===== config.mk =====
export PLATFORM = sky130hd
export DESIGN_NAME = conv1d_11
export DESIGN_NICKNAME = d
export VERILOG_FILES = /design/src/rtl/cnn_pkg.sv /design/src/rtl/conv1d_mac_tree.sv /design/src/rtl/conv1d_11.sv
export SDC_FILE = /design/constraint.sdc
export NUM_CORES = 1
export LEC_CHECK = 0
export CELL_PAD_IN_SITES_DETAIL_PLACEMENT = 0
export CELL_PAD_IN_SITES_GLOBAL_PLACEMENT = 1
export CORE_ASPECT_RATIO = 1.75
export CORE_MARGIN = 2
export CORE_UTILIZATION = 56
export CTS_BUF_LIST = sky130_fd_sc_hd__clkbuf_4
export DETAILED_ROUTE_END_ITERATION = 12
export PLACE_DENSITY = 0.87
export SLEW_MARGIN = 10
export SYNTH_ARGS = -nofsm -noshare
export SYNTH_HDL_FRONTEND = slang
export SYNTH_HIERARCHICAL = 1
export SYNTH_SLANG_ARGS = --single-unit

===== constraint.sdc =====
create_clock -name clk -period 11 [get_ports clk]
set_input_delay 2.2 -clock clk [delete_from_list [all_inputs] [get_ports clk]]
set_output_delay 2.2 -clock clk [all_outputs]
set_load 0.01 [all_outputs]

===== src/rtl/cnn_pkg.sv =====
// rtl/cnn_pkg.sv - shared widths, width helpers and FSM state encoding for the conv1d stage
package cnn_pkg;

    localparam int WIDTH_DATA_DEF   = 16;
    localparam int WIDTH_KERNEL_DEF = 8;

    // Widths for the default configuration; parameterised modules use the helpers below.
    localparam int PROD_W = WIDTH_DATA_DEF + WIDTH_KERNEL_DEF;
    localparam int OUT_W  = WIDTH_DATA_DEF + WIDTH_KERNEL_DEF + 4;

    typedef enum logic [1:0] {
        IDLE = 2'd0,
        FILL = 2'd1,
        RUN  = 2'd2
    } state_t;

    function automatic int prod_w(input int wd, input int wk);
        return wd + wk;
    endfunction

    // Four guard bits cover the sum of up to 16 full-scale products.
    function automatic int out_w(input int wd, input int wk);
        return wd + wk + 4;
    endfunction

endpackage


===== src/rtl/conv1d_mac_tree.sv =====
// rtl/conv1d_mac_tree.sv - registered products (S1) then sign-extended sum, bias and ReLU (S2)
module conv1d_mac_tree
    import cnn_pkg::*;
#(
    parameter int WIDTH_DATA   = WIDTH_DATA_DEF,
    parameter int WIDTH_KERNEL = WIDTH_KERNEL_DEF,
    parameter int KERNEL_SIZE  = 3
) (
    input  logic                                         clk,
    input  logic                                         rstn,
    input  logic                                         fire,
    input  logic [KERNEL_SIZE*WIDTH_DATA-1:0]            win,
    input  logic [KERNEL_SIZE*WIDTH_KERNEL-1:0]          taps,
    input  logic [WIDTH_KERNEL-1:0]                      bias,
    output logic                                         valid_o,
    output logic [out_w(WIDTH_DATA, WIDTH_KERNEL)-1:0]   data_o
);

    localparam int WD = WIDTH_DATA;
    localparam int WK = WIDTH_KERNEL;
    localparam int PW = prod_w(WIDTH_DATA, WIDTH_KERNEL);
    localparam int OW = out_w(WIDTH_DATA, WIDTH_KERNEL);

    logic signed [PW-1:0] prod_d [KERNEL_SIZE];
    logic signed [PW-1:0] prod_q [KERNEL_SIZE];
    logic                 s1_valid;
    logic signed [OW-1:0] sum;

    // Operands are sign-extended to the product width so the multiply is exact at PW bits.
    for (genvar k = 0; k < KERNEL_SIZE; k++) begin : g_mul
        logic signed [PW-1:0] a_ext;
        logic signed [PW-1:0] b_ext;
        assign a_ext     = {{WK{win[k*WD+WD-1]}}, win[k*WD +: WD]};
        assign b_ext     = {{WD{taps[k*WK+WK-1]}}, taps[k*WK +: WK]};
        assign prod_d[k] = a_ext * b_ext;
    end

    // S1: capture one product per tap for each fired window.
    always_ff @(posedge clk or negedge rstn) begin
        if (!rstn) begin
            s1_valid <= 1'b0;
            for (int k = 0; k < KERNEL_SIZE; k++) begin
                prod_q[k] <= '0;
            end
        end else begin
            s1_valid <= fire;
            if (fire) begin
                for (int k = 0; k < KERNEL_SIZE; k++) begin
                    prod_q[k] <= prod_d[k];
                end
            end
        end
    end

    // S2 combinational part: bias plus all products, each widened with guard bits.
    always_comb begin
        sum = {{(OW-WK){bias[WK-1]}}, bias};
        for (int k = 0; k < KERNEL_SIZE; k++) begin
            sum = sum + {{4{prod_q[k][PW-1]}}, prod_q[k]};
        end
    end

    // S2 register: rectify so downstream unsigned compares never see a negative; hold otherwise.
    always_ff @(posedge clk or negedge rstn) begin
        if (!rstn) begin
            valid_o <= 1'b0;
            data_o  <= '0;
        end else begin
            valid_o <= s1_valid;
            if (s1_valid) begin
                data_o <= sum[OW-1] ? '0 : sum;
            end
        end
    end

endmodule


===== src/rtl/conv1d_11.sv =====
// rtl/conv1d_11.sv - streaming 1-D convolution with ReLU; optional bias slot under CONV1D_BIAS_EN
module conv1d_11
    import cnn_pkg::*;
#(
    parameter int WIDTH_DATA   = WIDTH_DATA_DEF,
    parameter int WIDTH_KERNEL = WIDTH_KERNEL_DEF,
    parameter int KERNEL_SIZE  = 3
) (
    input  logic                                         clk,
    input  logic                                         rstn,
    input  logic                                         valid_i,
    input  logic [WIDTH_DATA-1:0]                        data_i,
    input  logic                                         last_i,
    input  logic                                         w_we,
    input  logic [$clog2(KERNEL_SIZE+1)-1:0]             w_addr,
    input  logic [WIDTH_KERNEL-1:0]                      w_data,
    output logic                                         busy_o,
    output logic                                         err_o,
    output logic                                         valid_o,
    output logic [out_w(WIDTH_DATA, WIDTH_KERNEL)-1:0]   data_o
);

    localparam int AW = $clog2(KERNEL_SIZE+1);
    localparam int CW = $clog2(KERNEL_SIZE+1);
    localparam int WD = WIDTH_DATA;
    localparam int WK = WIDTH_KERNEL;

    state_t                        state_q, state_d;
    logic [CW-1:0]                 cnt_q, cnt_d;
    logic [KERNEL_SIZE*WD-1:0]     win_q;
    logic [KERNEL_SIZE*WD-1:0]     win_shift;
    logic [KERNEL_SIZE*WK-1:0]     taps_q;
    logic [WK-1:0]                 bias_q;
    logic                          fire;
    logic                          win_clr;
    logic                          err_d;
    logic                          err_q;
    logic                          wr_ok;

    // Newest sample lands in slot 0; slot k is the sample k accepted beats older.
    assign win_shift = {win_q[(KERNEL_SIZE-1)*WD-1:0], data_i};
    assign wr_ok     = (state_q == IDLE) && w_we;
    assign busy_o    = (state_q != IDLE);
    assign err_o     = err_q;

    // Next-state: count samples, fire once the window is full, close the frame on last_i.
    always_comb begin
        state_d = state_q;
        cnt_d   = cnt_q;
        fire    = 1'b0;
        win_clr = 1'b0;
        err_d   = 1'b0;
        if (valid_i) begin
            fire = (state_q == RUN) || (cnt_q == CW'(KERNEL_SIZE-1));
            if (cnt_q != CW'(KERNEL_SIZE)) begin
                cnt_d = cnt_q + CW'(1);
            end
            if (last_i) begin
                state_d = IDLE;
                cnt_d   = '0;
                win_clr = 1'b1;
                err_d   = !fire;
            end else if (fire) begin
                state_d = RUN;
            end else begin
                state_d = FILL;
            end
        end
    end

    // State, fill count, window and the short-frame error flag.
    always_ff @(posedge clk or negedge rstn) begin
        if (!rstn) begin
            state_q <= IDLE;
            cnt_q   <= '0;
            win_q   <= '0;
            err_q   <= 1'b0;
        end else begin
            state_q <= state_d;
            cnt_q   <= cnt_d;
            err_q   <= err_d;
            if (valid_i) begin
                win_q <= win_clr ? '0 : win_shift;
            end
        end
    end

    // Taps change only between frames so a frame never mixes coefficient sets.
    always_ff @(posedge clk or negedge rstn) begin
        if (!rstn) begin
            taps_q <= '0;
        end else if (wr_ok) begin
            for (int k = 0; k < KERNEL_SIZE; k++) begin
                if (w_addr == AW'(k)) begin
                    taps_q[k*WK +: WK] <= w_data;
                end
            end
        end
    end

`ifdef CONV1D_BIAS_EN
    // Bias lives at the slot just past the last tap.
    always_ff @(posedge clk or negedge rstn) begin
        if (!rstn) begin
            bias_q <= '0;
        end else if (wr_ok && (w_addr == AW'(KERNEL_SIZE))) begin
            bias_q <= w_data;
        end
    end
`else
    assign bias_q = '0;
`endif

    conv1d_mac_tree #(
        .WIDTH_DATA   (WIDTH_DATA),
        .WIDTH_KERNEL (WIDTH_KERNEL),
        .KERNEL_SIZE  (KERNEL_SIZE)
    ) u_mac (
        .clk     (clk),
        .rstn    (rstn),
        .fire    (fire),
        .win     (win_shift),
        .taps    (taps_q),
        .bias    (bias_q),
        .valid_o (valid_o),
        .data_o  (data_o)
    );

endmodule


==> flow_metrics.tcl <==
set metrics [dict create \
    outcome "finished, final reports clean" \
    min_from "u_mac/data_o[5]$_DFFE_PN0P_" \
    worst_slack_ps 4020 \
    num_rows 97 \
    setup_viol 0 \
    synthCells 2386 \
    finalWirelength_mm 56.3 \
    via_per_inst 5.56 \
    io_buffer_count 60 \
    die_w_um 156 \
    grt_overflow 0 \
    cts.sinks 162 \
    die_area_mm2 0.0419 \
    pre_cts_slack_ps 3380 \
    timing.fmax_mhz 143 \
    antenna_found_initial 1 \
    drc 0 \
    rsz0062_at_grt "false" \
    synthFlopType "dfrtp_1" \
    drt_iter0_drc 688 \
    r2r_end "u_mac/prod_q[47]$_DFFE_PN0P_" \
    criticalPathCategory "input port to flop" \
    worst-path-max-fanout 9 \
    cts_max_level 4 \
    wl_per_cell_um 19.0 \
    num_vias 16400 \
    synth.area.top_cells "fa_1, dfrtp_1, ha_1" \
    areaGrowthSynthToFinish_pct 6.45 \
    whs_path_depth 1 \
    globalRouteTotalUtil 0.285 \
    r2r_slack_ps 5000 \
    setup_tns_ps 0 \
    place.gp.congestion 0.904 \
    firstDrtPassIters 6 \
    synth_area_mm2 0.0225 \
    ys.warnings.count 6 \
    r2r_start "taps_q[15]$_DFFE_PN0P_" \
    die_y_um 269 \
    grt_pass1_vias 18200 \
    tightest_slew_ps 873 \
    root_buffer "clkbuf_4" \
    yosysUniqueCellTypes 75 \
    synth.avg_cell_area_um2 9.44 \
    synth_top_area_cell "fa_1" \
    ctsLongestPathBuffers 2 \
    initial_utilization 0.566 \
    yosysSeqAreaShare 0.180 \
    cp.required_ps 11500 \
    grt_pass1_wl_mm 92.8 \
    cts.clk_slew.worst_paths_ps 140 \
    cp-start-kind "input port" \
    cp.arrival_ps 7480 \
    hp-class "flop to flop" \
    final_hold_viol_count 0 \
    post_cts_buffers 0 \
    clk_latency_ps 620 \
    grt_start_max_net_pins 78 \
    slew_headroom 0.418 \
    post-route-period-util 0.634 \
    hold_end "u_mac/data_o[5]$_DFFE_PN0P_" \
    finalCriticalPeriod_ps 6980 \
    reg2reg_depth 16 \
    cts_hold_buf 0 \
    io_pins 62 \
    synth-seq-cells 162 \
    drive_above_1_share 0.0472 \
    postLayoutCoreUtil 0.602 \
    cts-resized-gates 0 \
    drv_slew 0 \
    ant_nets 0 \
    dp_hpwl_mm 46.1 \
    ys_async_sr_fraction 1.00 \
    cap_viol_max_count 0 \
    synth_edf_count 0 \
    yosysTopAreaCellShare 0.298 \
    cp-end-kind "flop" \
    cts_tree "yes" \
    core_area_mm2 0.0398 \
    skew_ps 31.7 \
    nFillCells 3537 \
    cts_buffers 17 \
    final_nets 3001 \
]
flip-flops by register name (all words and copies together) (netlist names):
name            flops
u_mac/s1_valid      1
err_o               1
taps_q             24
cnt_q               2
u_mac/valid_o       1
u_mac/prod_q       72
state_q             2
win_q              32
u_mac/data_o       27
through the flow:
| stage | instances | area, um2 | hold WS (ps) |
|---|---|---|---|
| 6_report | 2955 | 24000 | 499 |
| 5_1_grt | 2955 | 24000 | 517 |
| 4_1_cts | 2954 | 24000 | 505 |
| 3_5_place_dp | 2923 | 23700 | 472 |
| 3_3_place_gp | 2923 | 23700 | 460 |
| 2_1_floorplan | 2409 | 22600 | 433 |
layer usage:
layer  vias up  track usage  part of all wire
li1       7646            -                 -
met1      8303        0.315              0.37
met2       367        0.531              0.54
met3       127       0.0265             0.029
met4         0        0.154             0.062
met5         -            0                 0
Yosys cell counts, drive strengths merged (4+ instances only):
cell     instances
nor2b           17
a21o            28
a32o             6
nand2          195
clkbuf          41
nor2            85
mux2            67
dfrtp          162
a21oi           78
o21a            10
or3             11
o221ai           4
a211oi           9
inv            480
o211ai          12
a31oi           13
o21bai          11
buf             10
a221oi           4
xor2            28
a2111oi          6
and2           239
a41oi            4
xnor2           72
nand4            9
nand3           22
o31ai            8
ha             188
a31o             4
nand2b          30
o22ai            7
and3            13
fa             335
o21ai           99
o2bb2ai         21
nor3b            4
nor3            18
cell type report:
type | count | area (um2) | share of cell area
Clock inverter | 14 | 139 | 0.00579
Clock buffer | 17 | 128 | 0.00532
Inverter | 481 | 1810 | 0.0753
Tap cell | 495 | 619 | 0.0258
Sequential cell | 162 | 4050 | 0.169
Antenna cell | 1 | 2.50 | 0.000104
Timing Repair Buffer | 70 | 677 | 0.0282
Multi-Input combinational cell | 1715 | 16600 | 0.690
worst max-delay path by stage:
stage                     depth (start not counted)                            to      start
after floorplan                                  16  u_mac/prod_q[69]$_DFFE_PN0P_  data_i[8]
after global placement                           17  u_mac/prod_q[69]$_DFFE_PN0P_  data_i[7]
after detailed placement                         17  u_mac/prod_q[69]$_DFFE_PN0P_  data_i[8]
after CTS                                        17  u_mac/prod_q[69]$_DFFE_PN0P_  data_i[8]
after global routing                             17  u_mac/prod_q[71]$_DFFE_PN0P_  data_i[7]
final                                            17  u_mac/prod_q[69]$_DFFE_PN0P_  data_i[8]
cells in the final DEF, fill, tap and decap left out, types with 47 or more instances in the layout:
master           count
inv_1              480
fa_1               335
and2_1             239
nand2_1            195
ha_1               188
dfrtp_1            162
nor2_1              84
o21ai_0             79
a21oi_1             78
xnor2_1             72
clkdlybuf4s50_1     59
mux2_2              47
worst max-delay path: stages:
cell             delay (ps)
clkdlybuf4s50_1         660
nand2_1                 130
fa_1                    570
inv_1                    60
fa_1                    490
fa_1                    490
inv_1                    50
fa_1                    470
inv_1                    40
ha_1                    330
a2111oi_0               460
o21ai_0                 200
a41oi_1                 580
o211ai_1                190
a31oi_1                 230
xnor2_1                  80
mux2_2                  260
cell families (layout without fill, tap and decap cells):
logic type / after synthesis / after routing / share of synthesized area
and+or+nand+nor: 652 / 652 / 0.151
other: 2 / 26 / 0.000333
xor gates and xnor gates: 100 / 100 / 0.0389
muxes: 67 / 67 / 0.0348
DFF: 162 / 162 / 0.180
AOI/OAI and AO/OA: 348 / 348 / 0.104
buffers and inverters: 532 / 582 / 0.0896
adders and majority gates: 523 / 523 / 0.402
Power is left out: the tool's default activity adds up to more than one toggle a clock period on the data nets, which glitch-free logic cannot reach.
